## src/rtl/encoder.sv

```systemverilog
// encoder: inverts, PN15-randomizes, I/Q-multiplexes, NRZ-M/S and Biphase-L
// encodes a serial NRZ-L stream for the modulator.
// Latency: enc_i/enc_q/cout update on the clk edge that accepts the (second) bit.
// Backpressure: none; the block pulls one bit per strobe and encodes a fill 0 if data_valid is low.
//
// Optional feature: `define ENCODER_TEST_PATTERN_EN adds an internal PN15 test source (test_pat).
//
// Ports:
//   clk, rs            clock; synchronous active-low reset
//   symb_clk_en        symbol-rate strobe
//   symb_clk_2x_en     2x symbol-rate strobe, coincides with every symb_clk_en
//   data_in/valid      source bit and its qualifier
//   data_ready         bit-accept strobe (combinational)
//   mode               00/11 NRZ-L, 01 NRZ-M, 10 NRZ-S
//   biphase, demux     Biphase-L on I (wins over demux) / QPSK bit pairing
//   swap               in demux, the first bit of a pair goes to Q
//   randomize          enable the PN15 randomizer
//   data_inv           invert source bits
//   test_pat           internal PN15 source select (test-pattern build only)
//   stat_clr           clears underflow
//   enc_i, enc_q, cout encoded channel bits and their update strobe
//   underflow          sticky: a strobe happened with no valid data
module encoder (
  input  logic       clk,
  input  logic       rs,
  input  logic       symb_clk_en,
  input  logic       symb_clk_2x_en,
  input  logic       data_in,
  input  logic       data_valid,
  output logic       data_ready,
  input  logic [1:0] mode,
  input  logic       biphase,
  input  logic       demux,
  input  logic       swap,
  input  logic       randomize,
  input  logic       data_inv,
  input  logic       test_pat,
  input  logic       stat_clr,
  output logic       enc_i,
  output logic       enc_q,
  output logic       cout,
  output logic       underflow
);

  logic [14:0] pn_s;      // randomizer shift register
  logic        p_i, p_q;  // per-channel differential state
  logic        phase;     // biphase chip phase
  logic        bph_m;     // biphase: encoded bit held for the second chip
  logic        pair_reg;  // demux: first bit of the pending pair

  logic strobe, src_bit, uf_set, b, r;
  logic ch_i_bit, ch_q_bit;
  logic e_ser, e_i_dmx, e_q_dmx;

  // Differential encoder: NRZ-M flips on 1, NRZ-S flips on 0.
  function automatic logic diff_enc(input logic p, input logic d, input logic [1:0] m);
    case (m)
      2'b01:   diff_enc = p ^ d;
      2'b10:   diff_enc = p ^ ~d;
      default: diff_enc = d;
    endcase
  endfunction

  // Bit-accept strobe; in biphase only the first chip of a symbol takes a bit.
  always_comb begin
    if (biphase)    strobe = symb_clk_en & ~phase;
    else if (demux) strobe = symb_clk_2x_en;
    else            strobe = symb_clk_en;
  end

  assign data_ready = strobe & rs;

`ifdef ENCODER_TEST_PATTERN_EN
  logic [14:0] tp_s;
  logic        tp_bit;

  assign tp_bit  = tp_s[14] ^ tp_s[13];
  assign src_bit = test_pat ? tp_bit : (data_valid & data_in);
  assign uf_set  = strobe & ~test_pat & ~data_valid;

  always_ff @(posedge clk) begin
    if (!rs)
      tp_s <= 15'h7FFF;
    else if (strobe && test_pat)
      tp_s <= {tp_s[13:0], tp_bit};
  end
`else
  logic unused_test_pat;

  assign unused_test_pat = test_pat;
  assign src_bit         = data_valid & data_in;
  assign uf_set          = strobe & ~data_valid;
`endif

  // Randomizer feeds back its own output, so the decoder can self-synchronize.
  assign b = src_bit ^ data_inv;
  assign r = randomize ? (b ^ pn_s[14] ^ pn_s[13]) : b;

  assign ch_i_bit = swap ? r : pair_reg;
  assign ch_q_bit = swap ? pair_reg : r;
  assign e_ser    = diff_enc(p_i, r, mode);
  assign e_i_dmx  = diff_enc(p_i, ch_i_bit, mode);
  assign e_q_dmx  = diff_enc(p_q, ch_q_bit, mode);

  always_ff @(posedge clk) begin
    if (!rs) begin
      enc_i     <= 1'b0;
      enc_q     <= 1'b0;
      cout      <= 1'b0;
      underflow <= 1'b0;
      pn_s      <= '0;
      p_i       <= 1'b0;
      p_q       <= 1'b0;
      phase     <= 1'b0;
      bph_m     <= 1'b0;
      pair_reg  <= 1'b0;
    end else begin
      cout <= 1'b0;

      if (stat_clr) underflow <= 1'b0;
      if (uf_set)   underflow <= 1'b1;

      if (strobe && randomize)
        pn_s <= {pn_s[13:0], r};

      if (biphase) begin
        if (symb_clk_en) begin
          phase    <= ~phase;
          cout     <= 1'b1;
          enc_q    <= 1'b0;
          pair_reg <= 1'b0;
          if (!phase) begin
            enc_i <= e_ser;
            bph_m <= e_ser;
            p_i   <= e_ser;
          end else begin
            enc_i <= ~bph_m;
          end
        end
      end else if (demux) begin
        if (symb_clk_2x_en) begin
          if (!symb_clk_en) begin
            pair_reg <= r;
          end else begin
            enc_i    <= e_i_dmx;
            enc_q    <= e_q_dmx;
            p_i      <= e_i_dmx;
            p_q      <= e_q_dmx;
            pair_reg <= 1'b0;
            phase    <= 1'b0;
            cout     <= 1'b1;
          end
        end
      end else if (symb_clk_en) begin
        // Serial: Q carries I delayed by one symbol. A pending pair is dropped.
        enc_i    <= e_ser;
        enc_q    <= enc_i;
        p_i      <= e_ser;
        pair_reg <= 1'b0;
        phase    <= 1'b0;
        cout     <= 1'b1;
      end
    end
  end

endmodule

```

## config.mk

```make
export PLATFORM = sky130hd
export DESIGN_NAME = encoder
export DESIGN_NICKNAME = d
export VERILOG_FILES = /design/src/rtl/encoder.sv
export SDC_FILE = /design/constraint.sdc
export NUM_CORES = 1
export LEC_CHECK = 0
export ABC_AREA = 1
export CORE_ASPECT_RATIO = 1.25
export CORE_MARGIN = 1.5
export CORE_UTILIZATION = 55
export DETAILED_ROUTE_END_ITERATION = 10
export PLACE_DENSITY = 0.88
export REMOVE_ABC_BUFFERS = 1
export SYNTH_ARGS = -nofsm -noshare
export SYNTH_HDL_FRONTEND = slang
export SYNTH_SLANG_ARGS = --single-unit
```

## constraint.sdc

```tcl
create_clock -name clk -period 3.01 [get_ports clk]
set_clock_uncertainty 0.2 [all_clocks]
set_input_delay 0.903 -clock clk [delete_from_list [all_inputs] [get_ports clk]]
set_output_delay 0.903 -clock clk [all_outputs]
set_load 0.03 [all_outputs]
```

==> results by group <==
Layout
  • Number of nets at the end of the flow: about 220
  • Filler cells: 176
  • Final non-filler cell area: 1470 um^2
  • Most common cell after layout, fill and taps aside: sky130_fd_sc_hd__nor2_1
  • Register with the highest flop count: pn_s
  • Post-route core utilization: 0.727
  • Flip-flop count of the largest register after layout: 15
  • Area delta synth->final: 22.2%
  • Commonest cells after routing, fill and taps aside: 33 x sky130_fd_sc_hd__nor2_1, 29 x sky130_fd_sc_hd__nand2_1, 24 x sky130_fd_sc_hd__dfxtp_1, 17 x sky130_fd_sc_hd__inv_1, 17 x sky130_fd_sc_hd__o21ai_0
  • Seq. cell area: 480 um^2
  • Area of combinational cells with multiple inputs: approximately 600 um^2
  • Share of cells above drive strength 1: 0.170
  • Diode insertion count for antenna repair: 0

Pwr
  • Areal power density over the cells: ~460 nW/um^2
  • IR drop worst, VDD: 0.000441 V
  • Leakage Power: 0.714 nW

Drt
  • Starting DRC count in detailed routing: 10
  • First-pass DRT Iterations: 4
  • Antenna violation net count after detailed routing: 0
  • Routed WL per cell: 10.9 um
  • Final WL: ~2.4 mm
  • Via Count: 1138
  • Via-per-instance ratio: about 5.2
  • DRC violations left: 0

Die
  • Overall die width: 44.9 um
  • Area inside the core boundary: 2030 um^2
  • Die height: between 50 and 60 um
  • Die Area: 2480 um^2
  • Row Count: 18
  • Starting density of the core: 0.595
  • Top-Level Pins: 20

Critical path
  • Worst-case register-to-register setup slack: 1.45 ns
  • Largest fanout of any net on the critical path: 4
  • Path type of the worst setup path: in2out
  • Peak per-stage delay on the critical path: around 0.26 ns
  • Critical Path Slowest Stage Cell: sky130_fd_sc_hd__dlygate4sd2_1
  • Type of element launching the critical path: input port
  • Setup crit end kind: output port
  • Required time worst endpoint: 1.91 ns
  • Cell-by-cell trace of the critical path: dlygate4sd2_1, inv_2, nand2_2, nor2_2, inv_2, nand2_4, inv_1, nor2_1, buf_4
  • Most repeated library cell on the critical path: sky130_fd_sc_hd__inv_2
  • Data arrival time of the worst path: 1.81 ns

Yosys
  • Syn avg cell area: 6.93 um^2
  • Number of synthesis warnings: 0
  • Sequential-to-total area share from yosys stat: 0.398
  • Synthesized netlist cell count: 174
  • Number of library cell types mapped by synthesis: 22
  • Area of the mapped netlist: 1210 um^2
  • Number of register bits inferred by synthesis: 24

Placement
  • HPWL after DPL: 1.92 mm
  • Placer congestion estimate: 0.873
  • Input/output buffers: 18
  • Instance area at placement: around 1400 um^2
  • Worst slack after detailed placement: -0.122 ns

Outcome
  • Run status: finished clean

Timing
  • Setup-violating endpoint count in the final report: 0
  • Period utilization: 0.969
  • Setup repair after global routing missed its margin: false
  • Setup Total Neg Slack: 0 ns
  • Final Hold Fails: 0
  • Actual transition at the worst max-transition pin: roughly 0.30 ns
  • Final period demand of the worst path: a little under 3 ns
  • FMAX: between 300 and 400 MHz
  • Least setup slack across all paths after layout: approximately 0.094 ns
  • Final Max Slew Viols: 0
  • Max transition margin: 0.797

Global routing
  • Leftover overflow at the end of global routing: 0
  • Number of global-route vias before repair: 980
  • Met3 capacity usage during global routing: 0.0294
  • Pin count of the biggest net entering global routing: 20
  • GRT Overall Usage: 0.208
  • Global-route wire length before repair: 4.00 mm
  • Initial antenna violation count: 0
  • Met2 Use GR: 0.350
  • Grt peak-use layer: met2
  • Met1 layer usage reported by global route: 0.267

Clocking
  • Clk slew on worst S/H paths: 0.12 ns
  • TritonCTS clock tree: done
  • Worst-skew pair later-pin latency: approximately 0.30 ns
  • Deepest clock path buffer count: 2
  • Cts bufs inserted: 3
  • CTS sink count: 24
  • Clock root buffer: sky130_fd_sc_hd__clkbuf_4
  • H-tree depth: 1

Worst hold path
  • Path category of the worst min-delay check: reg2reg

Run
  • Max-cap viol count: 0
-- per-stage QoR --
step	cells	hold WS, ns	power [mW]
after floorplan	170	0.250	0.459
final	220	0.277	0.673
after detailed placement	216	0.263	0.520
after global routing	220	0.319	0.715
after CTS	220	0.280	0.681
after global placement	216	0.245	0.514
-- cell families after synthesis --
group	Yosys count	synth area share
flops	24	0.398
compound gates	32	0.138
simple gates	90	0.353
fa+ha+maj	1	0.0104
buf+inv	27	0.101
-- layer usage --
layer	share of wire	vias to the layer above	wire length [um]
li1	-	609	-
met1	0.47	511	1120
met2	0.50	14	1200
met3	0.020	4	49
met4	0.012	0	29
met5	0	-	0
-- layout make-up --
| cell class | instances | share of cell area |
|---|---|---|
| clock buffers | 4 | 0.0246 |
| inverters | 23 | 0.0620 |
| multi-input cells | 123 | 0.410 |
| flip-flops and latches | 24 | 0.326 |
| well taps | 20 | 0.0170 |
| repair buffers | 26 | 0.160 |
-- cells in the mapped netlist (all sizes together) --
| master | count | area [um^2] |
|---|---|---|
| a21oi | 11 | 55.1 |
| buf | 3 | 26.3 |
| clkbuf | 1 | 3.75 |
| dfxtp | 24 | 480 |
| ha | 1 | 12.5 |
| inv | 23 | 91.3 |
| nand2 | 38 | 185 |
| nand3 | 12 | 70.1 |
| nand3b | 2 | 15.0 |
| nor2 | 37 | 149 |
| nor4 | 1 | 6.26 |
| o211ai | 1 | 7.51 |
| o21ai | 19 | 95.1 |
| o32ai | 1 | 8.76 |
-- worst max-delay path, delay by kind of cell --
family | cells | cell delay (ns)
buffers and inverters | 5 | 0.59
and+or+nand+nor | 4 | 0.31
-- where the power goes --
part | internal [mW] | total (mW) | switching (mW)
Combinational | 0.0667 | 0.159 | 0.0925
Clock | 0.0737 | 0.162 | 0.0882
Sequential | 0.340 | 0.352 | 0.0121
Total | 0.480 | 0.673 | 0.193
-- worst paths after layout --
| path | start | to | cells past startpoint |
|---|---|---|---|
| max | biphase | data_ready | 9 |
| min | underflow | underflow | 2 |
| max reg2reg | pn_s[13] | enc_q | 13 |
| min reg2reg | underflow | underflow | 2 |
-- what timing repair did --
item                                    CTS  global route
endpoints found under the setup margin    1             1
endpoints found under the hold margin     0             0
resized for setup                         3             1
buffers inserted                          0             0
cloned                                    0             0
hold buffers                              0             0
No activity file was read; power rests on OpenSTA's default activity.
